$ cat src/rtl/alu_result_wb.sv
// rtl/alu_result_wb.sv - ALU result write-back into a single-port register file
//
// Purpose:
//   Accepts one ALU result per valid/ready handshake and commits it to the
//   register file. Results carrying a high half are written as two commits:
//   low half to rd, then high half to rd+1 (mod 2^REG_AW). Register 0 is
//   hardwired zero, so any commit addressed to it suppresses rf_we.
//
// Optional feature (macro ALU_WB_HI_REG_EN):
//   When defined, the high half is latched into hi_q at the accept edge
//   instead of being written to rd+1, so the pipeline never stalls.
//   When undefined, hi_q is held at 0.
//
// Ports:
//   clk, rst            clock, synchronous active-high reset
//   in_valid/in_ready   result handshake (in_ready depends on state and rst only)
//   in_rd               destination register for the low half
//   in_low, in_high     ALU result halves
//   in_write_high       high half must also be committed
//   rf_we/rf_waddr/rf_wdata  registered register-file write port
//   busy                a commit is on the write port (state != IDLE)
//   hi_q                dedicated HI register
module alu_result_wb #(
  parameter int REG_AW = 4,
  parameter int DATA_W = 16
) (
  input  logic              clk,
  input  logic              rst,
  input  logic              in_valid,
  output logic              in_ready,
  input  logic [REG_AW-1:0] in_rd,
  input  logic [DATA_W-1:0] in_low,
  input  logic [DATA_W-1:0] in_high,
  input  logic              in_write_high,
  output logic              rf_we,
  output logic [REG_AW-1:0] rf_waddr,
  output logic [DATA_W-1:0] rf_wdata,
  output logic              busy,
  output logic [DATA_W-1:0] hi_q
);

  typedef enum logic [1:0] {
    IDLE = 2'd0,
    LO   = 2'd1,
    HI   = 2'd2
  } state_t;

  state_t              state_q;
  state_t              state_d;
  logic                pend_high_q;
  logic [DATA_W-1:0]   hi_data_q;
  logic [REG_AW-1:0]   hi_addr_q;
  logic                accept;
  logic                issue_high;

  // The only stall is the cycle the low half of a pair occupies the write
  // port while its high half still waits to go out.
  always_comb begin
    issue_high = (state_q == LO) && pend_high_q;
    in_ready   = !rst && !issue_high;
    accept     = in_valid && in_ready;
    state_d    = IDLE;
    if (accept) begin
      state_d = LO;
    end else if (issue_high) begin
      state_d = HI;
    end
  end

  always_ff @(posedge clk) begin
    if (rst) begin
      state_q     <= IDLE;
      pend_high_q <= 1'b0;
      hi_data_q   <= '0;
      hi_addr_q   <= '0;
      rf_we       <= 1'b0;
      rf_waddr    <= '0;
      rf_wdata    <= '0;
    end else begin
      state_q <= state_d;
      if (accept) begin
        rf_we     <= (in_rd != '0);
        rf_waddr  <= in_rd;
        rf_wdata  <= in_low;
`ifdef ALU_WB_HI_REG_EN
        pend_high_q <= 1'b0;
`else
        pend_high_q <= in_write_high;
`endif
        hi_data_q <= in_high;
        // Natural wrap: rd = all-ones pairs with register 0.
        hi_addr_q <= in_rd + REG_AW'(1);
      end else if (issue_high) begin
        rf_we       <= (hi_addr_q != '0);
        rf_waddr    <= hi_addr_q;
        rf_wdata    <= hi_data_q;
        pend_high_q <= 1'b0;
      end else begin
        // Address/data hold their last value; only the enable drops.
        rf_we <= 1'b0;
      end
    end
  end

  assign busy = (state_q != IDLE);

`ifdef ALU_WB_HI_REG_EN
  always_ff @(posedge clk) begin
    if (rst) begin
      hi_q <= '0;
    end else if (accept && in_write_high) begin
      hi_q <= in_high;
    end
  end
`else
  assign hi_q = '0;
`endif

endmodule

$ cat config.mk
export PLATFORM = sky130hd
export DESIGN_NAME = alu_result_wb
export DESIGN_NICKNAME = d
export VERILOG_FILES = /design/src/rtl/alu_result_wb.sv
export SDC_FILE = /design/constraint.sdc
export NUM_CORES = 1
export LEC_CHECK = 0
export ABC_AREA = 1
export BUFFER_PORTS_ARGS = -buffer_cell sky130_fd_sc_hd__buf_4
export CELL_PAD_IN_SITES_DETAIL_PLACEMENT = 1
export CELL_PAD_IN_SITES_GLOBAL_PLACEMENT = 2
export CORE_MARGIN = 10
export CORE_UTILIZATION = 28
export DETAILED_ROUTE_END_ITERATION = 6
export PLACE_DENSITY = 0.86
export SLEW_MARGIN = 25
export SYNTH_ARGS = -nofsm -noshare
export SYNTH_HDL_FRONTEND = slang
export SYNTH_SLANG_ARGS = --single-unit
$ cat constraint.sdc
create_clock -name clk -period 2.8 [get_ports clk]
set_input_delay 0 -clock clk [delete_from_list [all_inputs] [get_ports clk]]
set_output_delay 0 -clock clk [all_outputs]
set_load 0.02 [all_outputs]
* Word level (Yosys, flattened, before mapping)
Index checks and enable logic that the tools add are counted.
** Word-level totals
- Flip-flop bits (word level) :: 44
- Output and inout port bits :: 39
** Cells by class
- Add/subtract/negate cells :: 1
- Equality and inequality tests :: 1
- Muxes and demuxes :: 10
- Reduce and logical (&&, ||, !) cells :: 10
** Operators by type and width (count)
- $mux W16 :: 2
- $mux W4 :: 2
- $reduce_bool A4 Y1 :: 2
- $mux W1 :: 5
- $add A4 B1 Y4 const B :: 1
- $reduce_bool A2 Y1 :: 2
- $logic_and A1 B1 Y1 :: 3
- $eq A2 B1 Y1 const B :: 1
- $logic_not A1 Y1 :: 2
- $mux W2 :: 1
- $reduce_or A2 Y1 :: 1

* Depth between registers and ports, before layout
- Depth in word-level cells :: 6
- Gate-level depth with buffers :: 8

* Least setup slack after synthesis
OpenSTA, ideal clock, no wires.
- Path type :: register to register
- Start :: reg state_q[1]
- End :: reg rf_waddr[3]
- Setup time :: 0.109 ns
- Arrival time :: 0.915 ns
- Data required time :: 2.691 ns
- Path slack :: 1.776 ns
- Stages on the path, launching flop included :: 9
- Path buffers :: 1
- Clock period less this slack :: 1.024 ns
- Cells stage by stage :: dfxtp_1 > inv_1 > nand3_2 > nand3_2 > buf_4 > nand2_1 > nand3_1 > nand2_1 > inv_1
** On the way
- Word-level cells in the longest chain between the ends :: 6
- Elaborated cells on any way between the ends :: 7
** Ends and longest elaborated chain
- start: declaration :: line 48 : state_t state_q;
- start signal: assignment :: line 80 : state_q <= state_d;
- $eq A2 B1 Y1 (*) :: line 59 : issue_high = (state_q == LO) && pend_high_q;
- $logic_and A1 B1 Y1 (*) :: line 59
- $logic_not A1 Y1 :: line 60 : in_ready = !rst && !issue_high;
- $logic_and A1 B1 Y1 :: line 60
- $logic_and A1 B1 Y1 :: line 61 : accept = in_valid && in_ready;
- $mux W4 or $reduce_bool A2 Y1 (tied branches)
- end signal: assignment :: line 83 : rf_waddr <= in_rd;
- end signal: assignment :: line 95 : rf_waddr <= hi_addr_q;
- end: declaration :: line 36 : output logic [REG_AW-1:0] rf_waddr,
Mark *: on every way between the ends. The rest lies on a longest branch, timed or not.
A chain may end at the register's enable or synchronous reset.

* Worst setup path after layout
- Start :: reg state_q[1]
- End :: reg hi_data_q[6]
** On the way
- Word-level cells in the longest chain between the ends :: 5
** Ends and longest elaborated chain
- $eq A2 B1 Y1 :: line 59
- $logic_and A1 B1 Y1 :: line 59
- $logic_not A1 Y1 :: line 60
- $logic_and A1 B1 Y1 :: line 60
- $logic_and A1 B1 Y1 :: line 61
- end signal: assignment :: line 90 : hi_data_q <= in_high;
- end: declaration :: line 51 : logic [DATA_W-1:0] hi_data_q;
Every way passes these cells.

==> flow_summary.toml <==
[placement]
place.gp.congestion = 0.731
dpl.hpwl_um = 4890
io_buffers = 62

[status]
run_status = "finished, final reports clean"

[floorplanning]
rows = 31
die_y_um = 108
ioPinCount = 79
die_area_mm2 = 0.0116
core_area_mm2 = 0.00737
fp.dieW_um = 108
initial_core_util = 0.292

[logic_synthesis]
synth-simple-area-share = 0.283
synth_cell_types = 21
synth-async-reset-ratio = 0
yosys_warnings = 0
synth_area_mm2 = 0.00215
synth_top_cell_by_area = "dfxtp_1"
yosys.area.top_type_share = 0.409
synthTopCellsByArea = "dfxtp_1, nand2_1, o211ai_1, buf_4, nand4_1"
synth_seq_cells = 44
synth_adder_area_share = 0.0116
seq_area_frac_synth = 0.409
synth-main-ff-cell = "dfxtp_1"
postSynthCellCount = 297
synth-xor-area-share = 0.00407
syn-mean-instance-area_um2 = 7.25
synth_compound_area_frac = 0.123
synth.area.mux_share = 0
synth_top_family_by_area = "simple AND/OR/NAND/NOR gates"
synth_edf_count = 0

[setup_path]
cp_max_fo = 22
rr_startpoint = "state_q[1]"
cp.required_ns = 3.03
reg2reg_to = "hi_data_q[6]"
cp-start-kind = "flop"
cp.arrival_ns = 2.06
path_class = "reg -> reg"
reg2reg_depth = 6
end_kind = "flop"
ff2ff_setup_slack_ns = 0.97

[flow_run]
max_cap_viol_count = 0

[sta]
rsz0062_at_grt = "no"
worst_slew_pin_slew_ns = 0.645
clock_skew_ns = 0.00632
setup_viol = 0
slew_violations = 0
layout_min_cycle_time_ns = 1.83
clock.fmax_ghz = 0.547
timing.final.crit_share = 0.653
hold_viol = 0
setup_tns_ns = 0
relSlewSlack = 0.570

[grt]
grt_pass1_wl_um = 11100
antenna_found_initial = 0
grt_usage = 0.117
grt_pass1_vias = 2255
grt_max_degree = 46
overflow = 0

[min_path]
hold_start = "in_low[12]"
hp-class = "in -> reg"
whs_path_depth = 5
worstHoldEndpoint = "rf_wdata[12]"

[pwr]
ir_worst_vdd_mv = 0.194
powerDensity_mw_per_mm2 = 496
finalPower_uw = 1410
switching_share = 0.271
leakagePower_uw = 0.00139
p_sw_uw = 382
p_int_uw = 1030
p_seq_frac = 0.479
pwr-share-clk = 0.347
combPwrFrac = 0.175

[cells_and_area]
layout-drive-gt1-share = 0.211
areaGrowthSynthToFinish_pct = 31.9
final_cell_mix = "nand2_1, buf_4, dfxtp_1"
nNetsFinal = 402
layout_commonest_cell = "nand2_1"
n_antenna_cell = 0

[routing]
ant_nets = 0
first_pass_iters = 4
routed_wl_um = 6730
viasPerCell = 4.62
route.detailed.drc = 0
post_drt_wl_per_cell_um = 14.6
vias = 2124
drt-initial-drc-count = 106

[clock_tree]
clk_path_buf_depth = 2
cts.sinks = 44
numCtsBuffers = 5
post_cts_resized = 0
clk_latency_ns = 0.30
root_buffer = "clkbuf_8"
clk_pin_slew_ns = 0.09
cts_tree = "done"
htree_levels = 2
## metrics by stage
stage / hold WS, ns / utilization / instance area [um^2] / std cells / setup WS [ns]
3_3_place_gp: 0.255 / 0.347 / 2560 / 435 / 0.891
4_1_cts: 0.0463 / 0.385 / 2840 / 460 / 0.920
3_5_place_dp: 0.264 / 0.347 / 2560 / 435 / 0.831
5_1_grt: 0.0695 / 0.385 / 2840 / 460 / 0.689
6_report: 0.0489 / 0.385 / 2840 / 460 / 0.971
2_1_floorplan: 0.143 / - / 2210 / 312 / 1.78
## power by group through the flow
stage	combinational, uW	clock [uW]	sequential [uW]
after floorplan	139	0	702
after global placement	225	0	689
after detailed placement	230	0	689
final	246	488	674
after global routing	275	528	678
after CTS	249	505	675
## cell usage after synthesis, types with 6 or more instances
master and number:
a21oi_1 22, buf_4 19, dfxtp_1 44, buf_2 16, nand2_1 86, nand3_1 21, nand4_1 21, o211ai_1 20
nor2_1 6, inv_1 27
## flip-flops by register name, indices dropped and copies added (netlist names)
signal	cells
hi_data_q	16
rf_wdata	16
hi_addr_q	4
rf_waddr	4
state_q	2
pend_high_q	1
rf_we	1
## cell families after synthesis
| kind of cell | Yosys count |
|---|---|
| AND/OR/NAND/NOR | 137 |
| other | 1 |
| adder cells (fa/ha/maj) | 2 |
| AO/OA/AOI/OAI | 43 |
| flip-flops | 44 |
| buffers and inverters | 69 |
| XOR/XNOR | 1 |
## layout make-up
cell class,count,area [um^2]
Fill cell,938,4530
Multi-Input combinational cell,199,967
Sequential cell,44,881
Timing Repair Buffer,80,643
Tap cell,99,124
Inverter,30,115
Clock buffer,6,72.6
Clock inverter,2,35.0
## routing by layer
metal / vias to the layer above / wire length, um / GRT usage
li1: 1068 / - / -
met3: 7 / 353 / 0.0287
met1: 1002 / 3020 / 0.142
met5: - / 0 / 0
met2: 47 / 3260 / 0.196
met4: 0 / 89 / 0.0372
## worst max-delay path: stages, from the launching register on
cell,delay (ns)
dfxtp_1,0.33
inv_1,0.05
nand3_2,0.22
nand3_2,0.42
inv_2,0.46
nand2_1,0.14
a21oi_1,0.14
## how the worst max path moves through the flow
stage | startpoint | to | slack, ns | cells past startpoint
after floorplan | state_q[1] | rf_waddr[3] | 1.78 | 8
after global placement | rst | hi_data_q[6] | 0.89 | 6
after detailed placement | rst | hi_data_q[6] | 0.83 | 6
after CTS | state_q[1] | hi_data_q[6] | 0.92 | 6
after global routing | state_q[1] | hi_data_q[8] | 0.69 | 6
final | state_q[1] | hi_data_q[6] | 0.97 | 6
## repair_timing
item                                    CTS  global route
hold buffers                             17             0
buffers inserted                          0             0
endpoints found under the setup margin    0             0
hold endpoints to repair                 17             0
Note: power is estimated with default switching activity, not from simulation.
